--- src/rtl/imem_pair_loader_if.sv ---
//==============================================================================
// Module : imem_pair_loader_if
// Brief  : Word-stream and pair-write bus between the loader and its neighbours.
// Rev    : 1.0  initial release
//==============================================================================
`default_nettype none

interface imem_pair_loader_if #(
    parameter int DATA_W = 8
);
    logic              start;
    logic [DATA_W-1:0] base_addr;
    logic [DATA_W-1:0] len;
    logic              in_valid;
    logic [DATA_W-1:0] in_data;
    logic              in_ready;
    logic [DATA_W-1:0] addr_a;
    logic [DATA_W-1:0] addr_b;
    logic [DATA_W-1:0] data_a;
    logic [DATA_W-1:0] data_b;
    logic              we_a;
    logic              we_b;
    logic              busy;
    logic              done;

    modport master (
        output start, base_addr, len, in_valid, in_data,
        input  in_ready, addr_a, addr_b, data_a, data_b, we_a, we_b, busy, done
    );

    modport slave (
        input  start, base_addr, len, in_valid, in_data,
        output in_ready, addr_a, addr_b, data_a, data_b, we_a, we_b, busy, done
    );
endinterface

`default_nettype wire

--- src/rtl/imem_pair_loader.sv ---
//==============================================================================
// Module : imem_pair_loader
// Brief  : Packs a valid/ready word stream into even/odd pairs and writes each
//          pair in one cycle through the two memory write ports.
// Rev    : 1.0  initial release
//==============================================================================
`default_nettype none

module imem_pair_loader #(
    parameter int DATA_W = 8,
    parameter int DEPTH  = 16
) (
    input  logic                  clk,
    input  logic                  rst,
    imem_pair_loader_if.slave     bus
);

    typedef enum logic [1:0] {
        IDLE = 2'd0,
        EVEN = 2'd1,
        ODD  = 2'd2,
        FIN  = 2'd3
    } state_t;

    localparam logic [DATA_W:0] c_DEPTH_X = (DATA_W+1)'(DEPTH);
    localparam logic [DATA_W-1:0] c_ONE   = DATA_W'(1);

    state_t            state_q, state_d;
    logic [DATA_W-1:0] ptr_q, ptr_d;
    logic [DATA_W-1:0] rem_q, rem_d;
    logic [DATA_W-1:0] held_q, held_d;
    logic [DATA_W-1:0] addr_a_q, addr_a_d;
    logic [DATA_W-1:0] addr_b_q, addr_b_d;
    logic [DATA_W-1:0] data_a_q, data_a_d;
    logic [DATA_W-1:0] data_b_q, data_b_d;
    logic              we_a_q, we_a_d;
    logic              we_b_q, we_b_d;
    logic              busy_q, busy_d;
    logic              done_q, done_d;
    logic              w_accept;

    // Addresses stay in [0, DEPTH), so one conditional subtract wraps them.
    function automatic logic [DATA_W-1:0] wrap_add(input logic [DATA_W-1:0] p,
                                                   input logic [1:0]        step);
        logic [DATA_W:0] sum;
        sum = {1'b0, p} + {{(DATA_W-1){1'b0}}, step};
        if (sum >= c_DEPTH_X) begin
            sum = sum - c_DEPTH_X;
        end
        return sum[DATA_W-1:0];
    endfunction

    assign bus.in_ready = (state_q == EVEN) || (state_q == ODD);
    assign w_accept     = bus.in_valid && bus.in_ready;

    always_comb begin
        state_d  = state_q;
        ptr_d    = ptr_q;
        rem_d    = rem_q;
        held_d   = held_q;
        addr_a_d = addr_a_q;
        addr_b_d = addr_b_q;
        data_a_d = data_a_q;
        data_b_d = data_b_q;
        we_a_d   = 1'b0;
        we_b_d   = 1'b0;
        busy_d   = busy_q;
        done_d   = 1'b0;

        case (state_q)
            IDLE: begin
                // busy is only high in IDLE during the done cycle, which also blocks start
                if (busy_q) begin
                    busy_d = 1'b0;
                end else if (bus.start) begin
                    ptr_d   = bus.base_addr;
                    rem_d   = bus.len;
                    busy_d  = 1'b1;
                    state_d = (bus.len == '0) ? FIN : EVEN;
                end
            end
            EVEN: begin
                if (w_accept) begin
                    held_d = bus.in_data;
                    rem_d  = rem_q - c_ONE;
                    if (rem_q == c_ONE) begin
                        we_a_d   = 1'b1;
                        addr_a_d = ptr_q;
                        data_a_d = bus.in_data;
                        state_d  = FIN;
                    end else begin
                        state_d  = ODD;
                    end
                end
            end
            ODD: begin
                if (w_accept) begin
                    we_a_d   = 1'b1;
                    we_b_d   = 1'b1;
                    addr_a_d = ptr_q;
                    addr_b_d = wrap_add(ptr_q, 2'd1);
                    data_a_d = held_q;
                    data_b_d = bus.in_data;
                    ptr_d    = wrap_add(ptr_q, 2'd2);
                    rem_d    = rem_q - c_ONE;
                    state_d  = (rem_q == c_ONE) ? FIN : EVEN;
                end
            end
            FIN: begin
                done_d  = 1'b1;
                state_d = IDLE;
            end
            default: state_d = IDLE;
        endcase
    end

    always_ff @(posedge clk or posedge rst) begin
        if (rst) begin
            state_q  <= IDLE;
            ptr_q    <= '0;
            rem_q    <= '0;
            held_q   <= '0;
            addr_a_q <= '0;
            addr_b_q <= '0;
            data_a_q <= '0;
            data_b_q <= '0;
            we_a_q   <= 1'b0;
            we_b_q   <= 1'b0;
            busy_q   <= 1'b0;
            done_q   <= 1'b0;
        end else begin
            state_q  <= state_d;
            ptr_q    <= ptr_d;
            rem_q    <= rem_d;
            held_q   <= held_d;
            addr_a_q <= addr_a_d;
            addr_b_q <= addr_b_d;
            data_a_q <= data_a_d;
            data_b_q <= data_b_d;
            we_a_q   <= we_a_d;
            we_b_q   <= we_b_d;
            busy_q   <= busy_d;
            done_q   <= done_d;
        end
    end

    assign bus.addr_a = addr_a_q;
    assign bus.addr_b = addr_b_q;
    assign bus.data_a = data_a_q;
    assign bus.data_b = data_b_q;
    assign bus.we_a   = we_a_q;
    assign bus.we_b   = we_b_q;
    assign bus.busy   = busy_q;
    assign bus.done   = done_q;

endmodule

`default_nettype wire

--- src/flat_wrapper.sv ---
// flat-port wrapper written by rule: the top's interface ports become plain ports
module imem_pair_loader_flat 
#(
    parameter int DATA_W = 8,
    parameter int DEPTH  = 16
)
  (clk, rst, bus_start, bus_base_addr, bus_len, bus_in_valid, bus_in_data, bus_in_ready, bus_addr_a, bus_addr_b, bus_data_a, bus_data_b, bus_we_a, bus_we_b, bus_busy, bus_done);
  imem_pair_loader_if #(.DATA_W(DATA_W)) bus_i ();
  input  logic clk;
  input  logic rst;
  input wire logic [$bits(bus_i.start)-1:0] bus_start;
  input wire logic [$bits(bus_i.base_addr)-1:0] bus_base_addr;
  input wire logic [$bits(bus_i.len)-1:0] bus_len;
  input wire logic [$bits(bus_i.in_valid)-1:0] bus_in_valid;
  input wire logic [$bits(bus_i.in_data)-1:0] bus_in_data;
  output wire logic [$bits(bus_i.in_ready)-1:0] bus_in_ready;
  output wire logic [$bits(bus_i.addr_a)-1:0] bus_addr_a;
  output wire logic [$bits(bus_i.addr_b)-1:0] bus_addr_b;
  output wire logic [$bits(bus_i.data_a)-1:0] bus_data_a;
  output wire logic [$bits(bus_i.data_b)-1:0] bus_data_b;
  output wire logic [$bits(bus_i.we_a)-1:0] bus_we_a;
  output wire logic [$bits(bus_i.we_b)-1:0] bus_we_b;
  output wire logic [$bits(bus_i.busy)-1:0] bus_busy;
  output wire logic [$bits(bus_i.done)-1:0] bus_done;
  assign bus_i.start = bus_start;
  assign bus_i.base_addr = bus_base_addr;
  assign bus_i.len = bus_len;
  assign bus_i.in_valid = bus_in_valid;
  assign bus_i.in_data = bus_in_data;
  assign bus_in_ready = bus_i.in_ready;
  assign bus_addr_a = bus_i.addr_a;
  assign bus_addr_b = bus_i.addr_b;
  assign bus_data_a = bus_i.data_a;
  assign bus_data_b = bus_i.data_b;
  assign bus_we_a = bus_i.we_a;
  assign bus_we_b = bus_i.we_b;
  assign bus_busy = bus_i.busy;
  assign bus_done = bus_i.done;
  imem_pair_loader #(.DATA_W(DATA_W), .DEPTH(DEPTH)) u_core (.clk(clk), .rst(rst), .bus(bus_i));
endmodule
--- config.mk ---
export PLATFORM = sky130hd
export DESIGN_NAME = imem_pair_loader_flat
export DESIGN_NICKNAME = d
export VERILOG_FILES = /design/src/rtl/imem_pair_loader_if.sv /design/src/rtl/imem_pair_loader.sv /design/src/flat_wrapper.sv
export SDC_FILE = /design/constraint.sdc
export NUM_CORES = 1
export LEC_CHECK = 0
export ABC_CLOCK_PERIOD_IN_PS = 5600
export CAP_MARGIN = 20
export CORE_MARGIN = 1.5
export CORE_UTILIZATION = 35
export CTS_CLUSTER_SIZE = 16
export DETAILED_ROUTE_END_ITERATION = 7
export PLACE_DENSITY_LB_ADDON = 0.12
export SYNTH_ARGS = -nofsm -noshare
export SYNTH_HDL_FRONTEND = slang
export SYNTH_SLANG_ARGS = --single-unit
--- constraint.sdc ---
create_clock -name clk -period 5.6 [get_ports clk]
set_input_delay 0.84 -clock clk [delete_from_list [all_inputs] [get_ports clk]]
set_output_delay 0.84 -clock clk [all_outputs]
set_load 0.02 [all_outputs]
==> reports/results.txt <==
Max clock buf depth - 2
diode count - 0
pin count of the biggest net entering global routing - 63
Remaining DRCs - 0
Post-synth top cells - dfrtp_1 (62), nand2_1 (54), a21oi_1 (23)
worst path arrival time - 2.18 ns
cell taking the most area after synthesis - dfrtp_1
final slew viol count - 0
register area share after synthesis - 46.23%
Post-Syn Nets - 393
Layout Cells excl Fill - 543
Yosys Warn Count - 0
first-pass GRT wire length - 13.41 mm
CTS Sinks - 62
Synth Instances - 351
synthesized flop and latch total - 62
Die Wd - 100.9 µm
RD Place Congestion - 0.8192
DPL Wire Length - 5.498 mm
port bufs - 64
placed cell area - 0.004079 mm²
WL final - 7.869 mm
Post-CTS Setup Bufs - 0
CP Capture Type - primary output
leakage power - 1.819 nW
number of synthesized flops with an enable pin - 0
top cells by area, synth - dfrtp_1 (46%), nand2_1 (6.0%), mux2_2 (5.7%), ha_1 (5.2%), a21oi_1 (3.4%)
Post-CTS Resized - 0
layout cells sized above 1 - 10.39%
Max-Cap Viols - 0
CTS tree - done
syn_area_per_cell - 9.560 µm²
worst slew pin tran - 0.8100 ns
gr ovfl total - 0
clock skew - 0.009425 ns
post-route antenna net violation count - 0
num rows - 35
Die H - 100.9 µm
crit start category - flop
die area - 0.01018 mm²
share of the synthesized area in the top cell type - 46.23%
vias per cell - 5.048
CTS buffer count - 9
CTS HTree Levels - 3
final net count - 452
FFs w/ async S/R, synth - 100.0%
CP cell instances - inv_1 > ha_1 > clkdlybuf4s50_1
vias in the first global route - 2770
top-count cell post-synth - dfrtp_1
DP Cell Count - 528
minimum clock period - 3.023 ns
Starting Density - 36.15%
slowest stage delay, CP - 0.71 ns
Core ar. - 0.009284 mm²
initial antenna violation count - 0
hold_ws - 0.4905 ns
Worst slew margin - 45.85%
Post-Syn Area - 0.003356 mm²
Clock Latency Late Sink - 0.34 ns
critical path required time - 4.76 ns
design area - 0.004287 mm²
Max Freq - 0.3308 GHz
peak fanout along the critical path - 19
Hold Violations, Final - 0
GRT Util Overall - 16.98%
average wire per cell in the routed design - 14.49 µm
Setup Viol. Count Final - 0
Primary FF master, synth - dfrtp_1
cts hold-fix bufs - 0
Peak VDD IR - 0.0002392 V
PwrDens - 628.7 mW/mm²
Worst Hold Class - flop to flop
Syn-to-layout area delta - 27.74%
slowest CP cell - clkdlybuf4s50_1
TNS Setup - 0 ns
run status - finished, final reports clean
CTS Root Cell - clkbuf_8
# IOs - 65
vias - 2741
RSZ-0062 raised after global routing - no
Finished Core Util - 46.17%
Initial DRC Count - 163
period utilization - 53.97%
TritonRoute pass-1 iters - 4
Setup CP Type - flop to primary output
Netlist cell types - 53
Clock Pin Slew Worst Setup and Hold Paths - 0.07 ns
logic make-up (layout without fill, tap and decap cells):
group	after synthesis	count (layout)	share of synthesized area, %
buf+inv	35	98	4.810
simple gates	123	123	17.11
xor+xnor	8	8	2.088
fa+ha+maj	14	14	5.220
mux	28	28	8.986
compound gates	81	81	15.55
flops	62	62	46.23
per-stage QoR:
stage / worst slack (ns) / total power [mW]
2_1_floorplan: 3.219 / 1.820
3_3_place_gp: 2.696 / 2.271
3_5_place_dp: 2.658 / 2.296
4_1_cts: 2.541 / 2.725
5_1_grt: 2.424 / 2.928
6_report: 2.577 / 2.695
state kept, by name (all words and copies together) (netlist names):
name               cells
u_core.state_q         2
u_core.bus.data_a      8
u_core.bus.we_a        1
u_core.bus.done        1
u_core.rem_q           8
u_core.held_q          8
u_core.bus.addr_b      8
u_core.ptr_q           8
u_core.bus.busy        1
u_core.bus.data_b      8
u_core.bus.addr_a      8
u_core.bus.we_b        1
where the power goes:
group	total, mW	switching [mW]	internal [mW]
clock	0.415	0.176	0.239
combinational	1.39	0.760	0.635
sequential	0.885	0.218	0.667
path summary, 6_finish.rpt:
path	from	endpoint	slack, ns	depth (start not counted)
worst max-delay path	u_core.state_q[1]	bus_in_ready	2.58	3
worst max register to register	u_core.state_q[1]	u_core.bus.addr_b[7]	2.85	6
max in group asynchronous	rst	u_core.ptr_q[1]	4.02	3
worst min-delay path	u_core.bus.addr_b[1]	u_core.bus.addr_b[1]	0.49	2
min in group asynchronous	rst	u_core.bus.data_a[1]	1.05	3
worst min register to register	u_core.bus.addr_b[1]	u_core.bus.addr_b[1]	0.49	2
worst max-delay path, delay by kind of cell, from the launching register on:
kind       cells  cell delay [ns]
buf+inv        2             0.82
flops          1             0.40
fa+ha+maj      1             0.63
final cells by class:
class / instances / area, µm²
Clock buffer: 12 / 165.2
Clock inverter: 3 / 42.54
Fill cell: 939 / 4997
Inverter: 16 / 60.06
Multi-Input combinational cell: 254 / 1643
Sequential cell: 62 / 1551
Tap cell: 129 / 161.4
Timing Repair Buffer: 67 / 663.1
per-layer routing:
| layer | wire length [µm] | track usage, % | vias up | part of all wire [%] |
|---|---|---|---|---|
| met1 | 3719 | 22.25 | 1313 | 47 |
| li1 | - | - | 1363 | - |
| met4 | 58 | 5.128 | 0 | 0.74 |
| met3 | 273 | 4.092 | 6 | 3.5 |
| met2 | 3816 | 27.86 | 59 | 48 |
| met5 | 0 | 0 | - | 0 |
cells in the final DEF, fill, tap and decap left out, types with 11 or more instances in the layout:
master           instances
mux2_2                  17
dfrtp_1                 62
nand2_1                 54
inv_1                   15
a21oi_1                 23
ha_1                    14
clkdlybuf4s50_1         64
clkbuf_8                12
nor2_1                  22
o21ai_0                 21
mux2i_1                 11
nand3_1                 12
(Power assumes the default switching activity.)
